### src/rtl/sobel_pkg.sv
// sobel_pkg: shared frame defaults, sequencer state encoding and 3x3 tap offsets.
package sobel_pkg;

    localparam int DEF_H_RES = 512;
    localparam int DEF_V_RES = 384;
    localparam int DEF_PIX_W = 8;

    typedef enum logic [2:0] {IDLE, FETCH, DRAIN, PRESENT, DONE} state_t;

    // taps a..i in raster order: k%3 selects the column, k/3 the row
    localparam int TAP_DX [9] = '{-1, 0, 1, -1, 0, 1, -1, 0, 1};
    localparam int TAP_DY [9] = '{-1, -1, -1, 0, 0, 0, 1, 1, 1};

endpackage

### src/rtl/sobel_window_sequencer_if.sv
// sobel_window_sequencer_if: frame-buffer read port plus window hand-off to the Sobel datapath.
interface sobel_window_sequencer_if
    import sobel_pkg::*;
#(
    parameter int PIX_W  = DEF_PIX_W,
    parameter int ADDR_W = 18
);
    logic                 mem_rd_en;
    logic [ADDR_W-1:0]    mem_addr;
    logic [PIX_W-1:0]     mem_rd_data;
    logic                 win_valid;
    logic                 win_ready;
    logic [9*PIX_W-1:0]   win_data;
    logic [10:0]          win_x;
    logic [10:0]          win_y;
    logic [ADDR_W-1:0]    win_addr;

    modport master (
        output mem_rd_en, mem_addr, win_valid, win_data, win_x, win_y, win_addr,
        input  mem_rd_data, win_ready
    );

    modport slave (
        input  mem_rd_en, mem_addr, win_valid, win_data, win_x, win_y, win_addr,
        output mem_rd_data, win_ready
    );

endinterface

### src/rtl/tap_address_gen.sv
// tap_address_gen: maps centre (x,y) and tap index k to a frame-buffer address and an in-frame flag.
module tap_address_gen
    import sobel_pkg::*;
#(
    parameter int H_RES  = DEF_H_RES,
    parameter int V_RES  = DEF_V_RES,
    parameter int ADDR_W = 18
) (
    input  logic [10:0]       i_x,
    input  logic [10:0]       i_y,
    input  logic [3:0]        i_k,
    output logic [ADDR_W-1:0] o_addr,
    output logic              o_in_bounds
);
    int          w_dx;
    int          w_dy;
    logic        w_x_ok;
    logic        w_y_ok;
    logic [10:0] w_tx;
    logic [10:0] w_ty;

    always_comb begin
        w_dx        = TAP_DX[i_k];
        w_dy        = TAP_DY[i_k];
        // edges are tested before any subtraction so a -1 offset never wraps
        w_x_ok      = (w_dx < 0) ? (i_x != 11'd0) : (int'(i_x) + w_dx < H_RES);
        w_y_ok      = (w_dy < 0) ? (i_y != 11'd0) : (int'(i_y) + w_dy < V_RES);
        w_tx        = !w_x_ok ? 11'd0 : (w_dx < 0) ? i_x - 11'd1 : i_x + 11'(w_dx);
        w_ty        = !w_y_ok ? 11'd0 : (w_dy < 0) ? i_y - 11'd1 : i_y + 11'(w_dy);
        o_in_bounds = w_x_ok && w_y_ok;
        o_addr      = o_in_bounds ? ADDR_W'(w_tx) + ADDR_W'(w_ty) * ADDR_W'(H_RES) : '0;
    end

endmodule

### src/rtl/sobel_window_sequencer.sv
// sobel_window_sequencer: raster-scans the frame buffer and presents zero-padded 3x3 windows.
module sobel_window_sequencer
    import sobel_pkg::*;
#(
    parameter int H_RES  = DEF_H_RES,
    parameter int V_RES  = DEF_V_RES,
    parameter int PIX_W  = DEF_PIX_W,
    parameter int ADDR_W = 18,
    parameter int RD_LAT = 1
) (
    input  logic clk,
    input  logic rst_n,
    input  logic i_start,
    input  logic i_abort,
    output logic o_busy,
    output logic o_done,
    sobel_window_sequencer_if.master bus
);
    state_t             r_state;
    logic [3:0]         r_k;
    logic [10:0]        r_x;
    logic [10:0]        r_y;
    logic [1:0]         r_drain;
    logic [5:0]         r_pipe [RD_LAT];
    logic [9*PIX_W-1:0] r_win;
    logic               w_fetch;
    logic               w_clear;
    logic               w_last;
    logic               w_in_bounds;
    logic [ADDR_W-1:0]  w_tap_addr;
    logic [5:0]         w_tail;

    tap_address_gen #(.H_RES(H_RES), .V_RES(V_RES), .ADDR_W(ADDR_W)) u_tap (
        .i_x         (r_x),
        .i_y         (r_y),
        .i_k         (r_k),
        .o_addr      (w_tap_addr),
        .o_in_bounds (w_in_bounds)
    );

    always_comb begin
        w_fetch = r_state == FETCH;
        w_clear = r_state != IDLE && (i_abort || r_state == DONE);
        w_last  = r_x == 11'(H_RES - 1) && r_y == 11'(V_RES - 1);
        w_tail  = r_pipe[RD_LAT-1];
    end

    assign bus.mem_rd_en = w_fetch && w_in_bounds;
    assign bus.mem_addr  = bus.mem_rd_en ? w_tap_addr : '0;
    assign bus.win_valid = r_state == PRESENT;
    assign bus.win_data  = r_win;
    assign bus.win_x     = r_x;
    assign bus.win_y     = r_y;
    assign bus.win_addr  = ADDR_W'(r_x) + ADDR_W'(r_y) * ADDR_W'(H_RES);
    assign o_busy        = r_state != IDLE;
    assign o_done        = r_state == DONE;

    // pipeline stage = {valid, zero fill, tap index}; the tail lines up with mem_rd_data
    always_ff @(posedge clk or negedge rst_n) begin
        if (!rst_n) begin
            r_state <= IDLE;
            r_k     <= '0;
            r_x     <= '0;
            r_y     <= '0;
            r_drain <= '0;
            r_win   <= '0;
            for (int i = 0; i < RD_LAT; i++) r_pipe[i] <= '0;
        end else if (w_clear) begin
            r_state <= IDLE;
            r_k     <= '0;
            r_x     <= '0;
            r_y     <= '0;
            r_drain <= '0;
            r_win   <= '0;
            for (int i = 0; i < RD_LAT; i++) r_pipe[i] <= '0;
        end else begin
            r_pipe[0] <= {w_fetch, !w_in_bounds, r_k};
            for (int i = 1; i < RD_LAT; i++) r_pipe[i] <= r_pipe[i-1];
            if (w_tail[5]) r_win[int'(w_tail[3:0])*PIX_W +: PIX_W] <= w_tail[4] ? '0 : bus.mem_rd_data;
            case (r_state)
                IDLE: r_state <= (i_start && !i_abort) ? FETCH : IDLE;
                FETCH: begin
                    r_k     <= (r_k == 4'd8) ? 4'd0 : r_k + 4'd1;
                    r_state <= (r_k == 4'd8) ? DRAIN : FETCH;
                end
                DRAIN: begin
                    r_drain <= (r_drain == 2'(RD_LAT - 1)) ? 2'd0 : r_drain + 2'd1;
                    r_state <= (r_drain == 2'(RD_LAT - 1)) ? PRESENT : DRAIN;
                end
                PRESENT: if (bus.win_ready) begin
                    r_state <= w_last ? DONE : FETCH;
                    if (!w_last) begin
                        r_x <= (r_x == 11'(H_RES - 1)) ? 11'd0 : r_x + 11'd1;
                        r_y <= (r_x == 11'(H_RES - 1)) ? r_y + 11'd1 : r_y;
                    end
                end
                default: r_state <= IDLE;
            endcase
        end
    end

endmodule

### src/flat_wrapper.sv
// flat-port wrapper written by rule: the top's interface ports become plain ports
module sobel_window_sequencer_flat import sobel_pkg::*;
#(
    parameter int H_RES  = DEF_H_RES,
    parameter int V_RES  = DEF_V_RES,
    parameter int PIX_W  = DEF_PIX_W,
    parameter int ADDR_W = 18,
    parameter int RD_LAT = 1
)
  (clk, rst_n, i_start, i_abort, o_busy, o_done, bus_mem_rd_en, bus_mem_addr, bus_win_valid, bus_win_data, bus_win_x, bus_win_y, bus_win_addr, bus_mem_rd_data, bus_win_ready);
  sobel_window_sequencer_if #(.PIX_W(PIX_W), .ADDR_W(ADDR_W)) bus_i ();
  input  logic clk;
  input  logic rst_n;
  input  logic i_start;
  input  logic i_abort;
  output logic o_busy;
  output logic o_done;
  output wire logic [$bits(bus_i.mem_rd_en)-1:0] bus_mem_rd_en;
  output wire logic [$bits(bus_i.mem_addr)-1:0] bus_mem_addr;
  output wire logic [$bits(bus_i.win_valid)-1:0] bus_win_valid;
  output wire logic [$bits(bus_i.win_data)-1:0] bus_win_data;
  output wire logic [$bits(bus_i.win_x)-1:0] bus_win_x;
  output wire logic [$bits(bus_i.win_y)-1:0] bus_win_y;
  output wire logic [$bits(bus_i.win_addr)-1:0] bus_win_addr;
  input wire logic [$bits(bus_i.mem_rd_data)-1:0] bus_mem_rd_data;
  input wire logic [$bits(bus_i.win_ready)-1:0] bus_win_ready;
  assign bus_mem_rd_en = bus_i.mem_rd_en;
  assign bus_mem_addr = bus_i.mem_addr;
  assign bus_win_valid = bus_i.win_valid;
  assign bus_win_data = bus_i.win_data;
  assign bus_win_x = bus_i.win_x;
  assign bus_win_y = bus_i.win_y;
  assign bus_win_addr = bus_i.win_addr;
  assign bus_i.mem_rd_data = bus_mem_rd_data;
  assign bus_i.win_ready = bus_win_ready;
  sobel_window_sequencer #(.H_RES(H_RES), .V_RES(V_RES), .PIX_W(PIX_W), .ADDR_W(ADDR_W), .RD_LAT(RD_LAT)) u_core (.clk(clk), .rst_n(rst_n), .i_start(i_start), .i_abort(i_abort), .o_busy(o_busy), .o_done(o_done), .bus(bus_i));
endmodule
### config.mk
export PLATFORM = sky130hd
export DESIGN_NAME = sobel_window_sequencer_flat
export DESIGN_NICKNAME = d
export VERILOG_FILES = /design/src/rtl/sobel_pkg.sv /design/src/rtl/sobel_window_sequencer_if.sv /design/src/rtl/tap_address_gen.sv /design/src/rtl/sobel_window_sequencer.sv /design/src/flat_wrapper.sv
export SDC_FILE = /design/constraint.sdc
export NUM_CORES = 1
export LEC_CHECK = 0
export BUFFER_PORTS_ARGS = -buffer_cell sky130_fd_sc_hd__buf_2
export CORE_MARGIN = 4
export CORE_UTILIZATION = 25
export CTS_CLUSTER_DIAMETER = 200
export DETAILED_ROUTE_END_ITERATION = 7
export GPL_ROUTABILITY_DRIVEN = 0
export HOLD_SLACK_MARGIN = 0.02
export PLACE_DENSITY = 0.45
export SLEW_MARGIN = 10
export SYNTH_ARGS = -nofsm -noshare
export SYNTH_HDL_FRONTEND = slang
export SYNTH_SLANG_ARGS = --single-unit
export TNS_END_PERCENT = 20
### constraint.sdc
create_clock -name clk -period 17.4 [get_ports clk]
set_input_delay 2.61 -clock clk [delete_from_list [all_inputs] [get_ports clk]]
set_output_delay 2.61 -clock clk [all_outputs]
set_load 0.005 [all_outputs]
==> reports/summary.json <==
{
  "die-area_sq_mm": 0.0324,
  "worstReg2RegEnd": "u_core.r_pipe[4]$_DFF_PN0_",
  "grt_usage": 0.136,
  "antenna_violations_before_repair": 0,
  "yosys_warnings": 0,
  "synth.cell_area_sq_mm": 0.00740,
  "path_class": "reg -> out",
  "drt_pass1_iterations": 5,
  "dominant_cell_by_count_in_the_synthesized_netlist": "dfrtp_1",
  "place.port_buffers": 146,
  "max-cap-violations": 0,
  "cp-start-kind": "flip-flop",
  "timing.final.ws_setup_ns": 8.42,
  "syn_to_final_growth_pct": 18.5,
  "grt-ovfl-total": 0,
  "totalPowerFinal_mw": 0.825,
  "maximum_operating_frequency_ghz": 0.111,
  "endpoint_of_the_worst_hold_path": "u_core.bus.win_data[65]$_DFFE_PN0P_",
  "timing_hold_violations_final": 0,
  "clock-root-buffer": "clkbuf_16",
  "std_cell_rows": 62,
  "fill_cells": 3173,
  "worst-endpoint-required_ns": 14.79,
  "period_share": 0.516,
  "rsz0062_at_grt": "false",
  "reg2reg_slack_ns": 12.74,
  "crit_path_max_incr_delay_ns": 0.47,
  "worst_hold_path_type": "reg -> reg",
  "setup-violations-final": 0,
  "fraction_of_synthesized_area_in_multiplexers": 0.0247,
  "hpwl_um": 16600,
  "worstSkewPairLatency_ns": 0.36,
  "synth_top_family_by_area": "simple AND/OR/NAND/NOR gates",
  "slowest_stage": "dfrtp_1",
  "synth_largest_type_area_fraction": 0.369,
  "seqPwrFrac": 0.339,
  "cts_num_sinks": 109,
  "leading_cell_types_by_count_after_synthesis": "109 x dfrtp_1, 91 x nor2_1, 79 x nand2_1",
  "finalHoldWorstSlack_ns": 0.476,
  "crit_path_frequent_cell": "ha_1",
  "post_route_cells_drive_above_1_share": 0.211,
  "worst_r2r_path_depth": 21,
  "endpoint_kind": "primary output",
  "grt_max_degree": 64,
  "tritoncts": "yes",
  "wire_length_of_the_first_global_routing_pass_um": 36200,
  "power_switching_share": 0.388,
  "period_minus_slack_ns": 8.98,
  "p_switching_mw": 0.320,
  "detailedPlace.worstSlack_ns": 8.81,
  "avgViaCountPerCell": 4.78,
  "yosysSeqAreaShare": 0.369,
  "maxSlewViolCount": 0,
  "power_frac_comb": 0.391,
  "skew_ns": 0.00993,
  "clock_path_buffers": 2,
  "initial_core_util": 0.256,
  "synth_xor_xnor_area_share": 0.0497,
  "seq_area_sq_mm": 0.00273,
  "vdd_ir_drop_max_uv": 37.5,
  "r2r_start": "u_core.r_k[1]$_DFFE_PN0P_",
  "cts_buffers": 9,
  "final.setup.tns_ns": 0,
  "detail_route.iter0.violations": 326,
  "h-tree-depth": 3,
  "routed_wl_um": 22600,
  "cts-hold-fix-buffers": 0,
  "hold-path-cell-count": 2,
  "wl_per_cell_um": 16.8,
  "async_reset_ff_frac": 1.00,
  "worst_hold_startpoint": "u_core.bus.win_data[65]$_DFFE_PN0P_",
  "io_pins": 147,
  "post_synth_edffs": 0,
  "antenna-diode-count": 0,
  "tightestPinTransition_ns": 0.847,
  "clkSlewWorstSetupHoldPaths_ns": 0.08,
  "postSynthNetCount": 911,
  "run_status": "finished clean",
  "synth_seq_cells": 109,
  "first_global_vias": 6233,
  "gate_count_post_synth": 838,
  "core_area_sq_mm": 0.0289,
  "post_synthesis_compound_gate_area_fraction": 0.160,
  "power_density_mw_per_mm2": 94.0,
  "drt_drc_violations_left": 0,
  "post_cts.repair.setup_buffers": 0,
  "dominantRegCellSynth": "dfrtp_1",
  "worstSetupStartpoint": "u_core.r_k[1]$_DFFE_PN0P_",
  "synth_area_leader_cell": "dfrtp_1",
  "synth_top_cells_by_area": "dfrtp_1 37%, ha_1 9.5%, nor2_1 4.6%",
  "postSynthAreaPerCell_sq_um": 8.83,
  "die_w_um": 180,
  "die_height_um": 180,
  "finish.net_count": 1032,
  "netlist-cell-type-count": 69,
  "cts_resized": 0,
  "detailroute.via_count": 6442,
  "multi_input_comb_area_sq_mm": 0.00427,
  "p_leak_nw": 4.22,
  "cp_max_fo": 23,
  "arrival_ns": 6.37,
  "postRouteAntennaNets": 0,
  "synth-simple-area-share": 0.237,
  "relSlewSlack": 0.429,
  "share_of_total_power_in_the_clock_network": 0.270,
  "synth_fa_ha_area_frac": 0.106,
  "internal-power_mw": 0.504
}
-- cell type report --
type | count | area share
clock buffers | 9 | 0.0257
clock inverters | 7 | 0.00999
inverters | 46 | 0.0197
multi-input cells | 637 | 0.487
flip-flops and latches | 109 | 0.311
well taps | 384 | 0.0548
repair buffers | 156 | 0.0922
-- state kept, by name (all words and copies together) (netlist names) --
name	cells
u_core.r_drain	2
u_core.r_pipe	6
u_core.r_state	3
u_core.bus.win_data	72
u_core.r_k	4
u_core.bus.win_x	11
u_core.bus.win_y	11
-- power groups by stage --
stage | Combinational, mW | Sequential, mW | Clock [mW]
after floorplan | 0.243 | 0.277 | 0
after global placement | 0.325 | 0.285 | 0
after detailed placement | 0.325 | 0.285 | 0
after CTS | 0.327 | 0.280 | 0.233
after global routing | 0.366 | 0.282 | 0.242
final | 0.322 | 0.280 | 0.223
-- logic make-up (layout without fill, tap and decap cells) --
group / count (synthesis) / count (layout)
AOI/OAI and AO/OA: 178 / 178
muxes: 18 / 18
buffers and inverters: 92 / 218
xor gates and xnor gates: 42 / 42
adders and majority gates: 60 / 60
and+or+nand+nor: 339 / 339
DFF: 109 / 109
-- per-stage QoR --
stage,cells,utilization,area (sq um)
6_report,1348,0.303,8770
5_1_grt,1348,0.303,8770
4_1_cts,1347,0.303,8760
3_5_place_dp,1331,0.292,8450
3_3_place_gp,1331,0.292,8450
2_1_floorplan,838,-,7400
-- worst max-delay path by stage --
stage	cells past startpoint	slack, ns	endpoint
5_1_grt	29	7.81	bus_mem_addr[17]
2_1_floorplan	27	8.27	bus_mem_addr[17]
3_3_place_gp	29	8.92	bus_mem_addr[17]
4_1_cts	29	8.39	bus_mem_addr[17]
3_5_place_dp	29	8.81	bus_mem_addr[17]
6_report	29	8.42	bus_mem_addr[17]
-- placed cells by master, fill, tap and decap left out, drive strengths merged, types with 22 or more instances in the layout --
master  Yosys  routed
a21oi      34      34
buf        28     156
dfrtp     109     109
ha         56      56
inv        46      50
nand2      79      79
nand3      25      25
nor2       91      91
nor3       42      42
o21ai      59      59
o31ai      31      31
xnor2      22      22
-- worst max-delay path: cells and delay by family, from the launching register on --
family                     cells  cell delay (ns)
adders and majority gates      5             1.51
AOI/OAI and AO/OA              9             1.62
DFF                            1             0.47
and+or+nand+nor                8             1.49
xor gates and xnor gates       1             0.10
buffers and inverters          6             0.81
-- per-layer routing --
layer	vias up	GRT usage	wire length, um
met4	0	0.0312	211
met5	-	0	0
li1	3212	-	-
met1	3073	0.197	11200
met2	143	0.212	10100
met3	14	0.0236	1040
Power figures use the tool's default switching activity.
